File: src/rtl/rectangle_key_sched_if.sv
// Handshake bundle for the RECTANGLE-80 key schedule; the replay input exists only
// when the round-key buffer is built (RECT_KS_RKBUF_EN).
interface rectangle_key_sched_if;
   logic        start;
   logic [79:0] key;
   logic        busy;
   logic        rk_valid;
   logic        rk_ready;
   logic [63:0] rk;
   logic [4:0]  rk_idx;
   logic        done;
   logic        dbg_run;
`ifdef RECT_KS_RKBUF_EN
   logic        replay;

   modport master (output start, key, rk_ready, replay,
                   input busy, rk_valid, rk, rk_idx, done, dbg_run);
   modport slave  (input start, key, rk_ready, replay,
                   output busy, rk_valid, rk, rk_idx, done, dbg_run);
`else
   modport master (output start, key, rk_ready,
                   input busy, rk_valid, rk, rk_idx, done, dbg_run);
   modport slave  (input start, key, rk_ready,
                   output busy, rk_valid, rk, rk_idx, done, dbg_run);
`endif
endinterface

File: src/rtl/rectangle_key_sched.sv
// RECTANGLE-80 key schedule: emits rk0..rkROUNDS over a valid/ready stream.
// Optional reverse-replay buffer enabled by macro RECT_KS_RKBUF_EN.

module rectangle_sbox (
   input  logic [3:0] x,
   output logic [3:0] y
);
   always_comb begin
      y = 4'h0;
      case (x)
         4'h0: y = 4'h6;  4'h1: y = 4'h5;  4'h2: y = 4'hC;  4'h3: y = 4'hA;
         4'h4: y = 4'h1;  4'h5: y = 4'hE;  4'h6: y = 4'h7;  4'h7: y = 4'h9;
         4'h8: y = 4'hB;  4'h9: y = 4'h0;  4'hA: y = 4'h3;  4'hB: y = 4'hD;
         4'hC: y = 4'h8;  4'hD: y = 4'hF;  4'hE: y = 4'h4;  4'hF: y = 4'h2;
         default: y = 4'h0;
      endcase
   end
endmodule

module rectangle_key_sched #(
   parameter int ROUNDS = 25
) (
   input logic clk,
   input logic rst,
   rectangle_key_sched_if.slave bus
);
   // Handshake: a round key transfers on a rising edge where rk_valid and rk_ready
   // are both high; while rk_ready is low rk and rk_idx hold their values.
   typedef enum logic {IDLE = 1'b0, RUN = 1'b1} state_t;

   localparam logic [4:0] LAST_IDX = 5'(ROUNDS);

   state_t      state;
   logic [79:0] key_reg;
   logic [4:0]  rc;
   logic [4:0]  rk_idx;
   logic        rk_valid;
   logic        busy;
   logic        done;
   logic [3:0]  s_out [4];
   logic [15:0] r0, r1, r2, r3, r4;
   logic [79:0] key_next;
   logic        accept;
   logic        last_hs;

   for (genvar j = 0; j < 4; j++) begin : g_sbox
      rectangle_sbox u_sbox (
         .x({key_reg[48+j], key_reg[32+j], key_reg[16+j], key_reg[j]}),
         .y(s_out[j])
      );
   end

   always_comb begin
      r0 = key_reg[15:0];
      r1 = key_reg[31:16];
      r2 = key_reg[47:32];
      r3 = key_reg[63:48];
      r4 = key_reg[79:64];
      for (int j = 0; j < 4; j++) begin
         r0[j] = s_out[j][0];
         r1[j] = s_out[j][1];
         r2[j] = s_out[j][2];
         r3[j] = s_out[j][3];
      end
      // Row mix (rotations by 8 and 12) with the round constant folded into row0.
      key_next = {r0,
                  {r3[3:0], r3[15:4]} ^ r4,
                  r3,
                  r2,
                  ({r0[7:0], r0[15:8]} ^ r1) ^ {11'h000, rc}};
   end

`ifdef RECT_KS_RKBUF_EN
   logic        replay_mode;
   logic        buf_valid;
   logic [63:0] rk_buf [0:ROUNDS];

   assign accept  = bus.start && (!bus.replay || buf_valid);
   assign last_hs = replay_mode ? (rk_idx == 5'd0) : (rk_idx == LAST_IDX);
   assign bus.rk  = replay_mode ? rk_buf[rk_idx] : key_reg[63:0];

   always_ff @(posedge clk) begin
      if (state == RUN && rk_valid && bus.rk_ready && !replay_mode)
         rk_buf[rk_idx] <= key_reg[63:0];
   end
`else
   assign accept  = bus.start;
   assign last_hs = (rk_idx == LAST_IDX);
   assign bus.rk  = key_reg[63:0];
`endif

   always_ff @(posedge clk or posedge rst) begin
      if (rst) begin
         state    <= IDLE;
         key_reg  <= '0;
         rc       <= 5'h01;
         rk_idx   <= '0;
         rk_valid <= 1'b0;
         busy     <= 1'b0;
         done     <= 1'b0;
`ifdef RECT_KS_RKBUF_EN
         replay_mode <= 1'b0;
         buf_valid   <= 1'b0;
`endif
      end else begin
         done <= 1'b0;
         case (state)
            IDLE: begin
               if (accept) begin
                  state    <= RUN;
                  rk_valid <= 1'b1;
                  busy     <= 1'b1;
                  rc       <= 5'h01;
`ifdef RECT_KS_RKBUF_EN
                  replay_mode <= bus.replay;
                  if (bus.replay) begin
                     rk_idx <= LAST_IDX;
                  end else begin
                     key_reg <= bus.key;
                     rk_idx  <= '0;
                  end
`else
                  key_reg <= bus.key;
                  rk_idx  <= '0;
`endif
               end
            end
            RUN: begin
               if (bus.rk_ready) begin
                  if (last_hs) begin
                     state    <= IDLE;
                     rk_valid <= 1'b0;
                     busy     <= 1'b0;
                     done     <= 1'b1;
`ifdef RECT_KS_RKBUF_EN
                     buf_valid <= 1'b1;
`endif
                  end else begin
`ifdef RECT_KS_RKBUF_EN
                     if (replay_mode) begin
                        rk_idx <= rk_idx - 5'd1;
                     end else begin
                        key_reg <= key_next;
                        rc      <= {rc[3:0], rc[4] ^ rc[2]};
                        rk_idx  <= rk_idx + 5'd1;
                     end
`else
                     key_reg <= key_next;
                     rc      <= {rc[3:0], rc[4] ^ rc[2]};
                     rk_idx  <= rk_idx + 5'd1;
`endif
                  end
               end
            end
            default: state <= IDLE;
         endcase
      end
   end

   assign bus.busy     = busy;
   assign bus.rk_valid = rk_valid;
   assign bus.rk_idx   = rk_idx;
   assign bus.done     = done;
   assign bus.dbg_run  = (state == RUN);
endmodule

File: src/flat_wrapper.sv
// flat-port wrapper written by rule: the top's interface ports become plain ports
module rectangle_key_sched_flat 
#(
   parameter int ROUNDS = 25
)
  (clk, rst, bus_start, bus_key, bus_rk_ready, bus_busy, bus_rk_valid, bus_rk, bus_rk_idx, bus_done, bus_dbg_run);
  rectangle_key_sched_if bus_i ();
  input logic clk;
  input logic rst;
  input wire logic [$bits(bus_i.start)-1:0] bus_start;
  input wire logic [$bits(bus_i.key)-1:0] bus_key;
  input wire logic [$bits(bus_i.rk_ready)-1:0] bus_rk_ready;
  output wire logic [$bits(bus_i.busy)-1:0] bus_busy;
  output wire logic [$bits(bus_i.rk_valid)-1:0] bus_rk_valid;
  output wire logic [$bits(bus_i.rk)-1:0] bus_rk;
  output wire logic [$bits(bus_i.rk_idx)-1:0] bus_rk_idx;
  output wire logic [$bits(bus_i.done)-1:0] bus_done;
  output wire logic [$bits(bus_i.dbg_run)-1:0] bus_dbg_run;
  assign bus_i.start = bus_start;
  assign bus_i.key = bus_key;
  assign bus_i.rk_ready = bus_rk_ready;
  assign bus_busy = bus_i.busy;
  assign bus_rk_valid = bus_i.rk_valid;
  assign bus_rk = bus_i.rk;
  assign bus_rk_idx = bus_i.rk_idx;
  assign bus_done = bus_i.done;
  assign bus_dbg_run = bus_i.dbg_run;
  rectangle_key_sched #(.ROUNDS(ROUNDS)) u_core (.clk(clk), .rst(rst), .bus(bus_i));
endmodule
File: config.mk
export PLATFORM = sky130hd
export DESIGN_NAME = rectangle_key_sched_flat
export DESIGN_NICKNAME = d
export VERILOG_FILES = /design/src/rtl/rectangle_key_sched_if.sv /design/src/rtl/rectangle_key_sched.sv /design/src/flat_wrapper.sv
export SDC_FILE = /design/constraint.sdc
export NUM_CORES = 1
export LEC_CHECK = 0
export CAP_MARGIN = 20
export CORE_ASPECT_RATIO = 1.2
export CORE_UTILIZATION = 41
export CTS_CLUSTER_SIZE = 25
export DETAILED_ROUTE_END_ITERATION = 10
export HOLD_SLACK_MARGIN = 0.03
export PLACE_DENSITY_LB_ADDON = 0.15
export RECOVER_POWER = 25
export SYNTH_ARGS = -nofsm -noshare
export SYNTH_HDL_FRONTEND = slang
export SYNTH_SLANG_ARGS = --single-unit
File: constraint.sdc
create_clock -name clk -period 8.7 [get_ports clk]
set_input_delay 1.74 -clock clk [delete_from_list [all_inputs] [get_ports clk]]
set_output_delay 1.74 -clock clk [all_outputs]
set_load 0.05 [all_outputs]
# [Word-level counts from Yosys, hierarchy flattened]
# Memory sizes are Yosys's and may differ from the RTL's.
# Cells that the tools add are included.
[totals] in_bits=84 mem_bits_ro=256 wordCells=46 memories=4 out_inout_bits=73 register_bits=93
[classes] n_eq_ne=5 n_mux=23 bitwise=5 reduce_logical=2 addsub=1
[memory_table] memory="(no name shown)" depth=16 width=4 read_ports=1 rd_clocked_by_memory_dff=0 write_ports=0 line="rectangle_key_sched.sv:10" source="case (x)"
[memory_table] memory="(no name shown)" depth=16 width=4 read_ports=1 rd_clocked_by_memory_dff=0 write_ports=0 line="rectangle_key_sched.sv:10"
[memory_table] memory="(no name shown)" depth=16 width=4 read_ports=1 rd_clocked_by_memory_dff=0 write_ports=0 line="rectangle_key_sched.sv:10"
[memory_table] memory="(no name shown)" depth=16 width=4 read_ports=1 rd_clocked_by_memory_dff=0 write_ports=0 line="rectangle_key_sched.sv:10"
[op_table] op="$mux W80" count=3
[op_table] op="$pmux W80 S2" count=1
[op_table] op="$xor A16 B16 Y16" count=2
[op_table] op="$mux W5" count=6
[op_table] op="$pmux W5 S2" count=2
[op_table] op="$xor A16 B5 Y16" count=1
[op_table] op="$mux W1" count=9
[op_table] op="$ne A2 B2 Y1 const B" count=4
[op_table] op="$reduce_and A3 Y1" count=2
[op_table] op="$add A5 B1 Y5 const B" count=1
[op_table] op="$eq A5 B5 Y1 const B" count=1
[op_table] op="$pmux W1 S2" count=2
[op_table] op="$not A1 Y1" count=1
[op_table] op="$xor A1 B1 Y1" count=1

# [Longest topological paths before layout]
# An unclocked memory read counts as a cell.
[logic_depth] depth_word=6 mapped_depth=9 depth_no_buf=7

# [Modules after synthesis]
# Synthesis repeated with hierarchy kept, for this count alone.
[unflattened] hier_cells=614 hier_area_um2=5828.1
[by_module_without_submodules] module="rectangle_key_sched" area_each_um2=5047.3 cells_per_inst=518 seq_area_each_um2=2328.5 n_inst=1
[by_module_without_submodules] module="rectangle_sbox" area_each_um2=195.2 cells_per_inst=24 seq_area_each_um2=0.0 n_inst=4

# [Least setup slack after synthesis]
# No wires, ideal clock.
[synth_path] path_kind="input-to-reg" startpoint="in bus_rk_ready" endpoint="reg u_core.key_reg[35]" required_time_ps=8574 path_stages=6 n_path_buf=2 slack_ps=5918 setup_time_ps=126 arrival_time_ps=2656 path_cell_list="and2_4 -> and2_4 -> nor2_2 -> buf_6 -> buf_6 -> a221o_1"
[synth_via] elab_chain_len=2
[synth_lines] element="start: declaration" line="flat_wrapper.sv:12" source="input wire logic [$bits(bus_i.rk_ready)-1:0] bus_rk_ready;"
[synth_lines] element="$ne A2 B2 Y1 (no source line)"
[synth_lines] element="$reduce_and A3 Y1 (no source line)"
[synth_lines] element="end signal: assignment" line="rectangle_key_sched.sv:123" source="key_reg <= bus.key;"
[synth_lines] element="end signal: assignment" line="rectangle_key_sched.sv:148" source="key_reg <= key_next;"
[synth_lines] element="end: declaration" line="rectangle_key_sched.sv:34" source="logic [79:0] key_reg;"
# No other way between the ends.
# A chain may end at the register's enable or synchronous reset.

# [Final worst setup path]
[layout_path] startpoint="reg u_core.state, in the netlist u_core.bus.dbg_run" endpoint="out bus_dbg_run"
[layout_lines] element="start: declaration" line="rectangle_key_sched.sv:33" source="state_t state;"
[layout_lines] element="start signal: assignment" line="rectangle_key_sched.sv:94" source="state <= IDLE;"
[layout_lines] element="start signal: assignment" line="rectangle_key_sched.sv:110" source="state <= RUN;"
[layout_lines] element="start signal: assignment" line="rectangle_key_sched.sv:131" source="state <= IDLE;"
[layout_lines] element="end: declaration" line="flat_wrapper.sv:18" source="output wire logic [$bits(bus_i.dbg_run)-1:0] bus_dbg_run;"
# No word-level cell between the ends.

==> out/metrics.cfg <==
[grt]
track_usage_pct = 19.66
grt_pass1_wl_um = 21480
grt-ovfl-total = 0
antenna_found_initial = 0
grt_start_max_net_pins = 72
grt_pass1_vias = 4134

[sta]
grt_setup_unrepaired = false
slew_viol_final = 0
setup_tns_ns = 0
skew_ns = 0.006939
min_period_ns = 4.056
period_share_pct = 46.62
max_freq_ghz = 0.2466
hold_viol_final = 0
worst_pin_slew_ns = 1.074
slew_headroom_pct = 27.98
setup_viol_count_final = 0

[synthesis]
synth_enable_flop_cells = 0
synth_commonest_cells = dfrtp_1 (92), nand2_1 (90), o21ai_0 (85)
synthTopCellsByArea = dfrtp_1 (41%), mux2i_1 (9.2%), buf_4 (8.7%), o21ai_0 (7.6%), xnor2_1 (6.2%)
syn_inst = 619
synth_top_area_cell = dfrtp_1
synth_fp_nets = 723
netlist_area_um2 = 5633
synth-warning-count = 0
yosysSeqAreaShare_pct = 41.34
synth.distinct_cells = 33
synth_most_common_cell = dfrtp_1
ys_ff_latch = 93
synthFlopType = dfrtp_1
postSynth.asyncResetShare_pct = 100.0
synth.top_cell.area_share_pct = 40.87
postSynthAreaPerCell_um2 = 9.100

[finish]
diodes = 0
final_cell_area_um2 = 7051
largest_register_ffs = 80
nets = 791
post-route-util_pct = 53.03
layout-drive-gt1-share_pct = 3.613
area_growth_pct = 25.17

[clock_tree]
htreeDepth = 3
ctsRootBufferMaster = clkbuf_16
clock_latency_ns = 0.33
cts_resized = 0
clk_pin_slew_ns = 0.06
clock_sinks = 93
cts_tree = done
postCtsHoldBufs = 0
cts_buffer_depth = 2
postCtsSetupRepairBufs = 0
cts_buffers = 9

[power_and_ir_drop]
power-per-cell-area_nw_per_um2 = 431.3
power.internal_mw = 1.548
combPwrFrac_pct = 57.6
vdd_drop_max_v = 0.0001951
clkPwrFrac_pct = 12.1
pwr-share-seq_pct = 30.3
switching_share_pct = 49.09
switching_power_mw = 1.493
power_leakage_nw = 3.219

[place]
placed_area_um2 = 6774
hpwlAfterDp_um = 9499
gp_congestion = 0.7308
portBuffers = 156

[route]
post_drt_wl_per_cell_um = 15.69
drc = 0
routed_wl_um = 13490
vias = 4300
postRouteAntennaNets = 0
first_pass_iters = 4
viasPerCell = 5.000
dr.first_iter.drc_count = 171

[critical_path]
end_kind = primary output
critPathKind = reg2out
cp-start-kind = flop
arrival_ns = 2.32
critical_path.max_fanout = 52
cp_data_required_time_ns = 6.96

[flow_run]
drv_cap = 0

[floorplan]
initial_core_util_pct = 42.37
row_count = 46
die_y_um = 130.4
die_x_um = 109
dieArea_um2 = 14210
pin_count = 157
core_um2 = 13300

[hold_path]
hold_path.class = reg2reg

[status]
outcome = finished clean

[path summary, 6_finish.rpt]
path,depth (start not counted),end,from,slack (ns)
hold / removal,2,u_core.key_reg[71]$_DFFE_PP0P_,u_core.key_reg[71]$_DFFE_PP0P_,0.50
setup / recovery,2,bus_dbg_run,u_core.bus.dbg_run$_DFF_PP0_,4.64
min in group asynchronous,2,u_core.key_reg[36]$_DFFE_PP0P_,rst,2.06
max in group asynchronous,3,u_core.bus.dbg_run$_DFF_PP0_,rst,5.19
setup reg to reg,6,u_core.key_reg[16]$_DFFE_PP0P_,u_core.bus.dbg_run$_DFF_PP0_,6.08
hold reg to reg,2,u_core.key_reg[71]$_DFFE_PP0P_,u_core.key_reg[71]$_DFFE_PP0P_,0.50
[layout by cell type, fill, tap and decap left out, types with 6 or more instances in the layout]
| cell type | synthesis | layout |
|---|---|---|
| xnor2_1 | 40 | 40 |
| dfrtp_1 | 92 | 91 |
| clkdlybuf4s50_1 | 0 | 154 |
| nand2_1 | 90 | 90 |
| mux2i_1 | 52 | 52 |
| ha_1 | 20 | 20 |
| nor2_1 | 31 | 31 |
| nand3_1 | 8 | 8 |
| a21oi_1 | 33 | 33 |
| and3_1 | 6 | 6 |
| inv_1 | 12 | 11 |
| xor2_1 | 9 | 9 |
| clkbuf_16 | 0 | 9 |
| a211oi_1 | 7 | 7 |
| o21ai_0 | 85 | 85 |
[cell type report]
| class | instances | area (um2) |
|---|---|---|
| Multi-Input combinational cell | 409 | 2581 |
| Clock inverter | 3 | 20.02 |
| Inverter | 13 | 50.05 |
| Sequential cell | 93 | 2330 |
| Clock buffer | 13 | 260.3 |
| Tap cell | 168 | 210.2 |
| Timing Repair Buffer | 161 | 1599 |
| Fill cell | 1265 | 6245 |
[power groups by stage]
stage          Sequential [mW]  Clock (mW)  Combinational (mW)
3_5_place_dp             0.928           0                1.76
6_report                 0.921       0.369                1.75
5_1_grt                  0.961       0.396                1.90
2_1_floorplan            0.859           0                1.50
3_3_place_gp             0.918           0                1.73
4_1_cts                  0.923       0.379                1.77
[critical path, cell delays in order (launching register included)]
cell and delay, ns:
dfrtp_2 0.34, buf_4 0.69, clkdlybuf4s50_1 0.95
[routing by layer]
metal / vias up / routed length [um] / track usage, %
met5: - / 0 / 0
met4: 0 / 165 / 6.041
met3: 14 / 780 / 3.175
met2: 117 / 6380 / 31.85
met1: 2027 / 6164 / 26.92
li1: 2142 / - / -
[cells by family after synthesis]
| family | synth area share (%) |
|---|---|
| adders and majority gates | 4.442 |
| DFF | 41.34 |
| and+or+nand+nor | 11.08 |
| xor gates and xnor gates | 7.619 |
| AOI/OAI and AO/OA | 13.19 |
| buffers and inverters | 12.88 |
| muxes | 9.440 |
[through the flow]
step           hold WS [ns]  setup WS, ns  instances  power [mW]
2_1_floorplan        0.4692         4.541        619       2.356
3_3_place_gp         0.4812         4.450        844       2.645
3_5_place_dp         0.4936         4.348        844       2.690
4_1_cts              0.5089         4.610        860       3.070
5_1_grt              0.5220         4.548        860       3.257
6_report             0.5009         4.644        860       3.041
No activity file was read; power rests on OpenSTA's default activity.
